==> src/rtl/video_scanout.sv <==
// video_scanout
//   VGA raster generator with a small pixel FIFO between the PPU and the DAC.
//   One pixel per clock. hpos/vpos are the live beam counters so the PPU can
//   run ahead; display_on/hsync/vsync/rgb are registered and lag them by one
//   clock.
//
// Ports
//   clk             pixel clock
//   reset           asynchronous, active-low
//   pix_valid       PPU offers pix_data
//   pix_data        13-bit pixel colour
//   pix_ready       FIFO accepts the offered pixel this cycle (combinational)
//   hpos, vpos      live horizontal / vertical counters
//   display_on      rgb carries a visible pixel
//   hsync, vsync    active-low sync pulses
//   rgb             pixel to the DAC, 0 outside the active region
//   vblank_start    one-cycle pulse at (hpos 0, vpos V_DISPLAY); FIFO is flushed
//   underflow       sticky: an active pixel was needed while the FIFO was empty
//   clear_underflow synchronous clear of underflow (a new underflow wins)
module video_scanout #(
    parameter int H_DISPLAY  = 640,
    parameter int H_FRONT    = 16,
    parameter int H_SYNC     = 96,
    parameter int H_BACK     = 48,
    parameter int V_DISPLAY  = 480,
    parameter int V_FRONT    = 10,
    parameter int V_SYNC     = 2,
    parameter int V_BACK     = 33,
    parameter int FIFO_DEPTH = 16,
    parameter int DATA_W     = 13
) (
    input  logic              clk,
    input  logic              reset,
    input  logic              pix_valid,
    input  logic [DATA_W-1:0] pix_data,
    output logic              pix_ready,
    output logic [15:0]       hpos,
    output logic [15:0]       vpos,
    output logic              display_on,
    output logic              hsync,
    output logic              vsync,
    output logic [DATA_W-1:0] rgb,
    output logic              vblank_start,
    output logic              underflow,
    input  logic              clear_underflow
);

    localparam int H_TOTAL = H_DISPLAY + H_FRONT + H_SYNC + H_BACK;
    localparam int V_TOTAL = V_DISPLAY + V_FRONT + V_SYNC + V_BACK;
    localparam int AW      = $clog2(FIFO_DEPTH);

    localparam logic [15:0] H_LAST = 16'(H_TOTAL - 1);
    localparam logic [15:0] V_LAST = 16'(V_TOTAL - 1);
    localparam logic [15:0] H_VIS  = 16'(H_DISPLAY);
    localparam logic [15:0] V_VIS  = 16'(V_DISPLAY);
    localparam logic [15:0] HS_BEG = 16'(H_DISPLAY + H_FRONT);
    localparam logic [15:0] HS_END = 16'(H_DISPLAY + H_FRONT + H_SYNC);
    localparam logic [15:0] VS_BEG = 16'(V_DISPLAY + V_FRONT);
    localparam logic [15:0] VS_END = 16'(V_DISPLAY + V_FRONT + V_SYNC);
    localparam logic [AW:0] PTR_ONE = {{AW{1'b0}}, 1'b1};

    logic [15:0]       hcnt_p0;
    logic [15:0]       vcnt_p0;
    logic [AW:0]       wr_ptr;
    logic [AW:0]       rd_ptr;
    logic [DATA_W-1:0] mem [FIFO_DEPTH];

    logic              active;
    logic              flush;
    logic              empty;
    logic              full;
    logic              push;
    logic              pop;
    logic              starve;

    logic              vld_p1;
    logic              hsync_p1;
    logic              vsync_p1;
    logic [DATA_W-1:0] rgb_p1;
    logic              underflow_q;

    always_comb begin
        active = (hcnt_p0 < H_VIS) && (vcnt_p0 < V_VIS);
        flush  = (hcnt_p0 == 16'd0) && (vcnt_p0 == V_VIS);
        empty  = (wr_ptr == rd_ptr);
        // Pointers carry one wrap bit: equal index with differing wrap bit = full.
        full   = (wr_ptr[AW] != rd_ptr[AW]) && (wr_ptr[AW-1:0] == rd_ptr[AW-1:0]);
        // Including reset keeps ready low while the block is held in reset.
        pix_ready    = !full && !flush && reset;
        push         = pix_valid && pix_ready;
        pop          = active && !empty;
        starve       = active && empty;
        vblank_start = flush && reset;
    end

    // Stage p0 -> p1: counters and FIFO advance, decoded outputs registered
    always_ff @(posedge clk or negedge reset) begin
        if (!reset) begin
            hcnt_p0     <= '0;
            vcnt_p0     <= '0;
            wr_ptr      <= '0;
            rd_ptr      <= '0;
            vld_p1      <= 1'b0;
            hsync_p1    <= 1'b1;
            vsync_p1    <= 1'b1;
            rgb_p1      <= '0;
            underflow_q <= 1'b0;
        end else begin
            if (hcnt_p0 == H_LAST) begin
                hcnt_p0 <= '0;
                vcnt_p0 <= (vcnt_p0 == V_LAST) ? 16'd0 : vcnt_p0 + 16'd1;
            end else begin
                hcnt_p0 <= hcnt_p0 + 16'd1;
            end

            // Flush drops everything buffered so a PPU that fell behind
            // restarts aligned with the next frame.
            if (flush) begin
                rd_ptr <= wr_ptr;
            end else if (pop) begin
                rd_ptr <= rd_ptr + PTR_ONE;
            end
            if (push) begin
                wr_ptr <= wr_ptr + PTR_ONE;
            end

            vld_p1   <= active;
            hsync_p1 <= !((hcnt_p0 >= HS_BEG) && (hcnt_p0 < HS_END));
            vsync_p1 <= !((vcnt_p0 >= VS_BEG) && (vcnt_p0 < VS_END));
            rgb_p1   <= pop ? mem[rd_ptr[AW-1:0]] : '0;

            if (starve) begin
                underflow_q <= 1'b1;
            end else if (clear_underflow) begin
                underflow_q <= 1'b0;
            end
        end
    end

    always_ff @(posedge clk) begin
        if (push) begin
            mem[wr_ptr[AW-1:0]] <= pix_data;
        end
    end

    assign hpos       = hcnt_p0;
    assign vpos       = vcnt_p0;
    assign display_on = vld_p1;
    assign hsync      = hsync_p1;
    assign vsync      = vsync_p1;
    assign rgb        = rgb_p1;
    assign underflow  = underflow_q;

endmodule

==> config.mk <==
export PLATFORM = sky130hd
export DESIGN_NAME = video_scanout
export DESIGN_NICKNAME = d
export VERILOG_FILES = /design/src/rtl/video_scanout.sv
export SDC_FILE = /design/constraint.sdc
export NUM_CORES = 1
export LEC_CHECK = 0
export ABC_CLOCK_PERIOD_IN_PS = 8800
export BUFFER_PORTS_ARGS = -buffer_cell sky130_fd_sc_hd__buf_2
export CORE_ASPECT_RATIO = 1.75
export CORE_MARGIN = 1
export CORE_UTILIZATION = 55
export CTS_BUF_LIST = sky130_fd_sc_hd__clkbuf_8 sky130_fd_sc_hd__clkbuf_16
export DETAILED_ROUTE_END_ITERATION = 7
export PLACE_DENSITY_LB_ADDON = 0.2
export RECOVER_POWER = 25
export SYNTH_ARGS = -nofsm -noshare
export SYNTH_HDL_FRONTEND = slang
export SYNTH_SLANG_ARGS = --single-unit
export TNS_END_PERCENT = 100
==> constraint.sdc <==
create_clock -name clk -period 8.8 [get_ports clk]
set_input_delay 0.88 -clock clk [delete_from_list [all_inputs] [get_ports clk]]
set_output_delay 0.88 -clock clk [all_outputs]
set_load 0.005 [all_outputs]
; Word level (Yosys, flattened, before mapping)
; Memory sizes are Yosys's and may differ from the RTL's.
; Index checks and enable logic that the tools add are counted.
[classes]
addsub = 4
order_cmp = 6
n_eq_ne = 6
n_mux = 9
reduce_logical = 19
[op_table]
columns = cell, count
row1 = adder 16 x 1 -> 16 bit (second input constant), 2
row2 = == test 16 x 10 -> 1 bit (second input constant), 2
row3 = < comparator 16 x 10 -> 1 bit (second input constant), 2
row4 = < comparator 16 x 9 -> 1 bit (second input constant), 2
row5 = 2-to-1 mux 16 bit, 2
row6 = == test 16 x 9 -> 1 bit (second input constant), 1
row7 = >= comparator 16 x 10 -> 1 bit (second input constant), 1
row8 = >= comparator 16 x 9 -> 1 bit (second input constant), 1
row9 = zero test 16 bit, 1
row10 = 2-to-1 mux 13 bit, 1
row11 = logical AND 1 bit, 11
row12 = adder 5 x 1 -> 5 bit (second input constant), 2
row13 = 2-to-1 mux 5 bit, 2
row14 = == test 5 bit, 1
row15 = zero test 1 bit, 5
row16 = == test 4 bit, 1
row17 = 2-to-1 mux 1 bit, 4
row18 = nonzero test 2 bit, 2
row19 = inequality test 1 bit, 1
[totals]
regBits = 59
ram_bits = 208
in_bits = 17
output_inout_bits = 51
elab_cells = 54
memories = 1
[mem_list]
columns = name, depth, word_bits, read_ports, rd_ports_with_merged_regs, write_ports, line
row1 = mem, 16, 13, 1, 0, 1, 66  ; logic [DATA_W-1:0] mem [FIFO_DEPTH];

; Logic depth before layout (Yosys ltp)
; Gate-level depths: netlist of the first run.
[depth]
ltp_word = 8
depth_mapped = 8
mapped_depth_nobuf = 7

; Least setup slack after synthesis of the first run
; Ideal clock, no wire load.
[synth_path]
kind = input port to flip-flop
startpoint = in pix_valid
endpoint = mem mem[3][0], enable pin
setup_time_ns = 0.422
t_arrival_ns = 2.925
required_time_ns = 8.378
setup_slack_ns = 5.454
cell_stages = 5
path_buffers = 1
cell_sequence = nand2_1 -> a21oi_1 -> nand2_2 -> buf_4 -> nor4b_1
[synth_via]
elab_chain_cells = 3
[synth_rtl]
columns = item, line
row1 = "start, declared", 34  ; input logic pix_valid,
row2 = logical AND 1 bit, 90  ; push = pix_valid && pix_ready;
row3 = 2-to-1 mux 1 bit, 141  ; if (push) begin
row4 = 2-to-1 mux 1 bit (not written as such), 142  ; mem[wr_ptr[AW-1:0]] <= pix_data;
row5 = "end, declared", 66
; No other way between the ends.

; Worst setup path after layout of the first run
[layout_path]
startpoint = reg vcnt_p0[15], in the netlist vpos[15]
endpoint = out pix_ready
[layout_via]
elab_chain_cells = 5
[layout_rtl]
columns = item, line
row1 = "start, declared", 63  ; logic [15:0] vcnt_p0;
row2 = "start signal, assigned", 111  ; vcnt_p0 <= (vcnt_p0 == V_LAST) ? 16'd0 : vcnt_p0 + 16'd1;
row3 = == test 16 x 9 -> 1 bit, 84  ; flush = (hcnt_p0 == 16'd0) && (vcnt_p0 == V_VIS);
row4 = logical AND 1 bit, 84
row5 = zero test 1 bit, 89  ; pix_ready = !full && !flush && reset;
row6 = logical AND 1 bit (2 in a row), 89
row7 = "end, declared", 36  ; output logic pix_ready,
; No other way between the ends.

==> summary.txt, run 1 <==
Synthesis
  • Yosys reg bits: 267
  • Synth top area share: 0.581
  • Warnings, synthesis: 0
  • Mapped Nets: 607
  • Synth Instances: 581
  • Count of cell types in the netlist: 46
  • Seq/Total Area, Yosys: 0.719
  • Async SR Flop Fraction: 0.221
  • Predominant post-synthesis flop cell: edfxtp_1
  • Largest area contributor in the netlist: edfxtp_1
  • Post-synth top cells: edfxtp_1, mux4_2, dfrtp_1, nand2_1, nor2_1
  • Syn avg cell area: 18.5 µm²
  • Dominant cells by area after synthesis: edfxtp_1, mux4_2, dfrtp_1, xnor2_1, xor2_1
  • Post-Syn Area: 0.0108 mm²
  • Count leader, synth: edfxtp_1
  • Post-synth EDFFs: 208

Finish
  • Number of diodes: 0
  • Non-filler cells, final: 915
  • Fin nets: 684
  • FF/Latch Area: 0.00773 mm²
  • Layout cells sized above 1: 0.279
  • Fillers: 1336
  • Area Overhead vs Synth: 13.5%
  • Multi-input gate area: 0.00294 mm²

Clocking
  • Root buf cell: clkbuf_16
  • CTS tree: done
  • Post-CTS Hold Fix Bufs: 0
  • Setup bufs post-CTS: 0
  • Sink Count: 267
  • Worst-case clock buffer depth: 3
  • Clk Latency, worst-skew pair: 0.51 ns
  • Total CTS buffers: 23
  • H-tree depth: 1
  • Post-cts resize count: 0
  • Clock-pin slew on the worst setup and hold paths: 0.06 ns

Drt
  • Final WL: 21.8 mm
  • Post-route DRC: 0
  • DRT Pass-1 Iters: 5
  • DR iter-0 viols: 439
  • Via density: 6.08
  • Via count: 5566
  • Post-DRT Antenna Nets: 0
  • Wire per inst: 23.8 µm

Floorplanning
  • DIE HEIGHT: 187 µm
  • Die ar.: 0.0201 mm²
  • Die width: 108 µm
  • I/O pins: 68
  • Core ar.: 0.0191 mm²
  • Rows: 67
  • Initial core utilization: 0.562

Timing
  • Least-Margin Pin Slew: 1.08 ns
  • Fmax: 281 MHz
  • Setup TNS: 0 ns
  • Clock skew: 0.0160 ns
  • Tcrit/Tclk final: 0.404
  • Post-route minimum period: 3.55 ns
  • Final Hold Fails: 0
  • Setup violators final: 0
  • RSZ-0062 raised after global routing: false
  • Slew headroom: 0.278
  • Final-report max-slew violation count: 0

Pwr
  • Peak supply drop: 0.251 mV
  • Power Dens Cells: 284 mW/mm²
  • LEAKAGE: 4.34 nW

Worst setup path
  • CP required: 7.92 ns
  • Register-to-Register Setup Slack: 5.40 ns
  • Largest stage delay, worst path: 0.58 ns
  • Worst Reg2Reg Path Length in Cells: 5
  • Worst path cell trace: or4_4 -> nor4b_2 -> nand3_2 -> and3_1 -> buf_2
  • Critical path fanouts, max: 10
  • Crit path arrival time: 2.67 ns
  • Crit path launch type: flip-flop
  • CP Capture Type: output pin
  • Setup CP Type: flip-flop to output pin
  • CP max-delay cell: or4_4

GRT
  • Global Route met3 Usage: 0.0293
  • Largest net degree at the start of global routing: 62
  • Met1 Usage GRT: 0.287
  • Initial antenna violation count: 0
  • GRT Util Overall: 0.231
  • Routing usage on met2: 0.414
  • Vias in the first global route: 5743
  • First-pass GRT wire length: 34.0 mm
  • Most used routing layer: met2
  • GRT overflow: 0

Place
  • DPL Wire Length: 14.5 mm
  • GP Congestion: 0.860
  • Port buffer count: 67
  • Dpl cells: 874

Min path
  • Hold path depth: 1
  • Type of the worst min-delay path: flip-flop to flip-flop

Run
  • Max Cap Viol: 0

Status
  • Status: complete, no violations
[area by class of cell]
class | count | area share
clock inverters | 16 | 0.0141
well taps | 241 | 0.0247
inverters | 16 | 0.00492
flip-flops and latches | 267 | 0.633
repair buffers | 77 | 0.0326
clock buffers | 25 | 0.0494
multi-input cells | 273 | 0.241
[logic make-up (layout without fill, tap and decap cells)]
| group | Yosys count | in the layout | share of synthesized area |
|---|---|---|---|
| AO/OA/AOI/OAI | 22 | 22 | 0.0122 |
| flip-flops | 267 | 267 | 0.719 |
| XOR/XNOR | 34 | 34 | 0.0277 |
| adder cells (fa/ha/maj) | 9 | 9 | 0.0105 |
| multiplexers | 68 | 68 | 0.139 |
| buffers and inverters | 41 | 134 | 0.0159 |
| AND/OR/NAND/NOR | 140 | 140 | 0.0760 |
[sequential cells by signal (all words and copies together), names as in the netlist]
name	count
underflow	1
wr_ptr	5
hsync	1
vsync	1
rgb	13
display_on	1
rd_ptr	5
hpos	16
mem	208
vpos	16
[stage by stage]
stage	hold slack [ns]	power [mW]	instance area (µm²)	worst slack (ns)	util
after floorplan	0.481	2.19	10800	5.45	-
after global placement	0.481	2.45	11400	5.52	0.599
after detailed placement	0.494	2.47	11400	5.37	0.599
after CTS	0.504	3.51	12200	5.26	0.639
after global routing	0.521	3.61	12200	5.10	0.639
final	0.499	3.47	12200	5.25	0.639
[path summary, 6_finish.rpt]
kind,to,startpoint
setup / recovery,pix_ready,vpos[15]
hold / removal,vpos[15],vpos[15]
setup reg to reg,mem[9][7],rd_ptr[2]
hold reg to reg,vpos[15],vpos[15]
max in group asynchronous,rd_ptr[0],reset
min in group asynchronous,hpos[7],reset
[power breakdown]
part           internal (mW)  switching (mW)
clock                  0.609           0.427
combinational          0.446           0.400
sequential              1.47           0.114
[worst max-delay path, delay by kind of cell, from the launching register on]
| family | cells | cell delay, ns |
|---|---|---|
| buffers and inverters | 1 | 0.12 |
| flip-flops | 1 | 0.40 |
| AND/OR/NAND/NOR | 4 | 1.64 |
[metal layers]
| metal | wire length, µm | up-vias |
|---|---|---|
| li1 | - | 2433 |
| met1 | 8100 | 2921 |
| met2 | 12100 | 181 |
| met3 | 940 | 31 |
| met4 | 580 | 0 |
| met5 | 0 | - |
[cells in the final DEF, fill, tap and decap left out, drive strengths merged, types with 3 or more instances in the layout]
master    n
edfxtp  208
buf      67
mux4     65
dfrtp    57
clkbuf   35
nand2    23
nor2     22
inv      21
nand3    21
xor2     17
xnor2    17
nor2b    14
nor3     12
ha        9
and3      8
nand4     8
o21ai     8
nor4b     6
clkinv    6
a21oi     5
or4       5
bufinv    4
nor4      4
and4      3
nand3b    3
nor4bb    3
o31ai     3
a31oi     3
Power figures use the tool's default switching activity.
==> inputs of run 2 (changes only) <==
- ABC_CLOCK_PERIOD_IN_PS: 8800 -> 2900
- CORE_UTILIZATION: 55 -> 54
- clock period: 8.8 -> 2.9 ns (I/O delays scaled with it)
==> run 2 against run 1 <==
Effect of this change:
- the flow now finishes with violations (hold timing)
- core utilization increased by 0.48 points
- global-route usage decreased by 0.35 points
- routed wire length increased by 1.6%
- power increased to 3.2 times the previous value
- critical path depth increased by 1
- combinational power increased to 3.3 times the previous value
- worst hold slack got worse by 0.53 ns
- critical path type unchanged
- flip-flop and latch count unchanged
- sequential share of layout area decreased by 1.3 points
- register-to-register slack got worse by 5.2 ns
- count of clock-buffer cells in the layout unchanged
==> summary.txt, run 2 (synthesis gave the netlist of run 1 again) <==
Status
  • Status: finished, violations left
  • Failing checks: hold timing

Timing
  • Post-route minimum period: 2.78 ns
  • Hold Slack: -0.0300 ns
  • RSZ-0062 raised after global routing: false
  • Fmax: 360 MHz
  • Slew headroom: 0.229
  • Least-Margin Pin Slew: 1.15 ns
  • Final Hold Fails: 29
  • Setup violators final: 0
  • Final-report max-slew violation count: 0
  • Tcrit/Tclk final: 0.959
  • Clock skew: 0.0124 ns

Worst setup path
  • Worst r2r dst: mem[0][8]
  • CP Capture Type: output pin
  • CP max-delay cell: or4_4
  • Largest stage delay, worst path: 0.59 ns
  • Worst path cell trace: or4_4 -> nor4b_4 -> nand3_2 -> buf_4 -> and3_1 -> buf_2
  • Worst Reg2Reg Path Length in Cells: 7
  • Crit path launch type: flip-flop
  • Crit path arrival time: 2.49 ns
  • Setup CP Type: flip-flop to output pin
  • Register-to-Register Setup Slack: 0.24 ns
  • RR Startpoint: wr_ptr[0]
  • Critical path fanouts, max: 8
  • Critical path buffer and inverter count: 2
  • CP delay by family, top: simple AND/OR/NAND/NOR gates
  • CP required: 2.61 ns

Floorplanning
  • Die ar.: 0.0205 mm²
  • I/O pins: 68
  • Die width: 109 µm
  • DIE HEIGHT: 189 µm
  • Initial core utilization: 0.555
  • Rows: 67
  • Core ar.: 0.0194 mm²

Pwr
  • Peak supply drop: 0.711 mV
  • Power Dens Cells: 891 mW/mm²
  • LEAKAGE: 4.44 nW

Place
  • Port buffer count: 67
  • GP Congestion: 0.915
  • Dpl cells: 880
  • DPL Wire Length: 14.7 mm
  • Cell Area, Placed: 0.0115 mm²

Finish
  • Non-filler cells, final: 925
  • Fin nets: 692
  • Layout cells sized above 1: 0.291
  • Number of diodes: 0
  • Fin util: 0.643
  • Fillers: 1320
  • Most common cell after layout, fill and taps aside: edfxtp_1
  • Area Overhead vs Synth: 15.9%
  • FF/Latch Area: 0.00773 mm²
  • Max FFs per register: 208
  • Commonest cells after routing, fill and taps aside: edfxtp_1, mux4_2, buf_2, dfrtp_1, clkbuf_16
  • Multi-input gate area: 0.00297 mm²
  • Final Instance Area: 0.0125 mm²

GRT
  • GRT Util Overall: 0.227
  • Largest net degree at the start of global routing: 62
  • GRT overflow: 0
  • Vias in the first global route: 5798
  • Initial antenna violation count: 0
  • First-pass GRT wire length: 33.8 mm

Drt
  • DRT Pass-1 Iters: 4
  • Via count: 5514
  • DR iter-0 viols: 407
  • Final WL: 22.1 mm
  • Via density: 5.96
  • Wire per inst: 23.9 µm
  • Post-route DRC: 0
  • Post-DRT Antenna Nets: 0

Min path
  • Type of the worst min-delay path: input pin to asynchronous set/reset pin

Run
  • Max Cap Viol: 0

Clocking
  • Total CTS buffers: 24
  • Clock-pin slew on the worst setup and hold paths: 0.07 ns
  • Setup bufs post-CTS: 0
  • Worst-case clock buffer depth: 3
  • Root buf cell: clkbuf_16
  • Clk Latency, worst-skew pair: 0.52 ns
  • CTS tree: done
  • H-tree depth: 1
  • Sink Count: 267
-- run 2: per-layer routing --
| layer | up-vias | wire [µm] | global-route usage |
|---|---|---|---|
| met5 | - | 0 | 0 |
| met4 | 0 | 527 | 0.0780 |
| met1 | 2870 | 8170 | 0.267 |
| li1 | 2455 | - | - |
| met2 | 150 | 12500 | 0.419 |
| met3 | 39 | 916 | 0.0297 |
-- run 2: how the worst max path moves through the flow --
stage	startpoint	endpoint	slack, ns	cells after the start
after global routing	wr_ptr[0]	mem[14][6]	0.02	6
after detailed placement	wr_ptr[0]	mem[7][8]	0.24	6
after global placement	wr_ptr[0]	mem[14][9]	0.34	6
after CTS	vpos[15]	pix_ready	0.09	6
after floorplan	hpos[0]	mem[0][0]	-0.23	7
final	vpos[15]	pix_ready	0.12	6
-- run 2: cell type report --
| class | count | share of cell area |
|---|---|---|
| sequential | 267 | 0.620 |
| multi-input combinational | 273 | 0.238 |
| clock buffer | 25 | 0.0502 |
| timing repair buffer | 84 | 0.0383 |
| tap | 241 | 0.0242 |
| clock inverter | 19 | 0.0240 |
| inverter | 16 | 0.00482 |
-- run 2: power by group --
group	leakage (nW)	internal, mW	switching [mW]
sequential	2.62	4.48	0.153
combinational	1.38	1.41	1.40
clock	0.446	2.28	1.37
total	4.44	8.18	2.93
-- run 2: timing repair --
item / 4_1_cts / 5_1_grt
hold buffers: 1 / 0
endpoints found under the hold margin: 1 / 0
resized for setup: 1 / 0
endpoints found under the setup margin: 1 / 0
-- run 2: through the flow --
step	total power [mW]	hold slack (ns)	setup TNS [ns]	setup WS (ns)
after floorplan	6.66	-0.00559	-12.16	-0.234
after global placement	7.47	0.483	0	0.342
after detailed placement	7.56	0.496	0	0.240
after CTS	11.2	0.00438	0	0.0946
after global routing	11.6	0.0510	0	0.0161
final	11.1	-0.0300	0	0.119
==> inputs of run 3 (changes only) <==
- CORE_UTILIZATION: 54 -> 40
- SKIP_LAST_GASP: default -> 1
==> run 3 against run 2 <==
Effect of this change:
- largest power group unchanged
- clock skew up 0.0016 ns
- count of clock-buffer cells in the layout unchanged
- critical path depth stayed put
- sequential power about the same
- sequential share of layout area shrank 0.16 points
- routed wire length is 4.5% higher
- final cell count rose by 9.6%
- the flow still finishes with violations (hold timing)
- flip-flop and latch count is the same
- largest cell class unchanged
- critical path type unchanged
- maximum frequency about the same
==> summary.txt, run 3 (synthesis gave the netlist of run 1 again) <==
Status
  • Status: finished, violations left
  • Failing checks: hold timing

Finish
  • Fin nets: 698
  • FF/Latch Area: 0.00773 mm²
  • Non-filler cells, final: 1014
  • Max FFs per register: 208
  • Fillers: 2218
  • Area Overhead vs Synth: 16.2%
  • Layout cells sized above 1: 0.297
  • Multi-input gate area: 0.00297 mm²
  • Commonest cells after routing, fill and taps aside: edfxtp_1, mux4_2, buf_2, dfrtp_1, clkbuf_16
  • Number of diodes: 0
  • Most common cell after layout, fill and taps aside: edfxtp_1

Clocking
  • CTS tree: done
  • Clock-pin slew on the worst setup and hold paths: 0.07 ns
  • Total CTS buffers: 25
  • H-tree depth: 1
  • Sink Count: 267
  • Worst-case clock buffer depth: 3
  • Setup bufs post-CTS: 0
  • Root buf cell: clkbuf_16
  • Clk Latency, worst-skew pair: 0.53 ns

Floorplanning
  • Die width: 126 µm
  • DIE HEIGHT: 219 µm
  • Initial core utilization: 0.406
  • Rows: 79
  • Die ar.: 0.0276 mm²
  • Core ar.: 0.0265 mm²
  • I/O pins: 68

Worst setup path
  • Crit path arrival time: 2.49 ns
  • Worst path cell trace: or4_4 -> nor4b_4 -> nand3_2 -> buf_4 -> and3_1 -> buf_2
  • Critical path buffer and inverter count: 2
  • CP max-delay cell: or4_4
  • CP required: 2.61 ns
  • Worst Reg2Reg Path Length in Cells: 8
  • RR Startpoint: hpos[0]
  • Critical path fanouts, max: 9
  • CP delay by family, top: simple AND/OR/NAND/NOR gates
  • Register-to-Register Setup Slack: 0.22 ns
  • CP Capture Type: output pin
  • Worst r2r dst: mem[9][1]
  • Crit path launch type: flip-flop
  • Largest stage delay, worst path: 0.58 ns
  • Levels on crit path: 6
  • Setup CP Type: flip-flop to output pin

GRT
  • Largest net degree at the start of global routing: 62
  • Routing usage on met2: 0.329
  • Vias in the first global route: 5921
  • Global Route met3 Usage: 0.0207
  • GRT Util Overall: 0.175
  • Initial antenna violation count: 0
  • First-pass GRT wire length: 35.7 mm
  • GRT overflow: 0
  • Met1 Usage GRT: 0.197
  • Most used routing layer: met2

Min path
  • Type of the worst min-delay path: input pin to asynchronous set/reset pin

Timing
  • Fmax: 359 MHz
  • Clock skew: 0.0140 ns
  • Final-report max-slew violation count: 0
  • Setup violators final: 0
  • Post-route minimum period: 2.78 ns
  • Slew headroom: 0.221
  • Final Hold Fails: 19
  • Setup TNS: 0 ns
  • Least-Margin Pin Slew: 1.16 ns
  • Hold Slack: -0.0107 ns
  • Tcrit/Tclk final: 0.959
  • RSZ-0062 raised after global routing: false

Drt
  • Post-DRT Antenna Nets: 0
  • Via density: 5.47
  • DR iter-0 viols: 297
  • Via count: 5547
  • Post-route DRC: 0
  • Wire per inst: 22.8 µm
  • DRT Pass-1 Iters: 4
  • Final WL: 23.1 mm

Pwr
  • Logic pwr share: 0.267
  • Internal Power: 7.76 mW
  • LEAKAGE: 4.43 nW
  • Power Dens Cells: 860 mW/mm²
  • Peak supply drop: 0.492 mV
  • Switching Fraction: 0.278
  • Share of power burned in the clock network: 0.302
  • P_sw: 2.98 mW
  • Reg power frac: 0.431

Place
  • Dpl cells: 968
  • DPL Wire Length: 15.8 mm
  • Port buffer count: 67
  • GP Congestion: 0.848

Run
  • Max Cap Viol: 0
run 3: changes by cell type in the layout (fill, tap and decap cells not counted), moves of 2 or more:
cell       change
clkinv_4       +2
buf_4          +5
inv_1          +3
clkinv_1       -2
clkinv_2       +2
bufinv_16      -5
run 3: repair_timing:
item                       4_1_cts  5_1_grt
hold endpoints to repair         1        0
hold buffers                     1        0
setup endpoints to repair        0        1
gates resized for setup          0        1
run 3: layer usage:
metal / part of all wire / vias to the layer above / wire length, µm
li1: - / 2468 / -
met1: 0.38 / 2891 / 8670
met2: 0.55 / 145 / 12800
met3: 0.034 / 43 / 776
met4: 0.036 / 0 / 836
met5: 0 / - / 0
run 3: cell type report:
| type | count | share of cell area |
|---|---|---|
| clock buffer | 25 | 0.0501 |
| clock inverter | 20 | 0.0150 |
| inverter | 16 | 0.00481 |
| multi-input combinational | 273 | 0.237 |
| sequential | 267 | 0.619 |
| tap | 324 | 0.0325 |
| timing repair buffer | 89 | 0.0413 |
run 3: worst max path at each step:
stage | start | to | slack (ns)
2_1_floorplan | hpos[0] | mem[0][0] | -0.23
3_3_place_gp | vpos[15] | wr_ptr[4] | 0.31
3_5_place_dp | hpos[0] | mem[9][1] | 0.16
4_1_cts | vpos[15] | pix_ready | 0.02
5_1_grt | hpos[0] | mem[11][8] | 0.009
6_report | vpos[15] | pix_ready | 0.12
run 3: power groups by stage:
stage,clock [mW],sequential [mW],combinational (mW)
global route,3.45,4.65,3.08
global placement,0,4.69,2.90
CTS,3.31,4.63,2.93
finish,3.25,4.63,2.87
floorplan,0,4.65,2.01
detailed placement,0,4.70,2.92
run 3: metrics by stage:
step / worst slack (ns) / power (mW) / utilization / instance area, µm²
6_report: 0.118 / 10.7 / 0.471 / 12500
5_1_grt: 0.00929 / 11.2 / 0.471 / 12500
4_1_cts: 0.0151 / 10.9 / 0.472 / 12500
3_5_place_dp: 0.163 / 7.63 / 0.441 / 11700
3_3_place_gp: 0.306 / 7.59 / 0.441 / 11700
2_1_floorplan: -0.234 / 6.66 / - / 10800
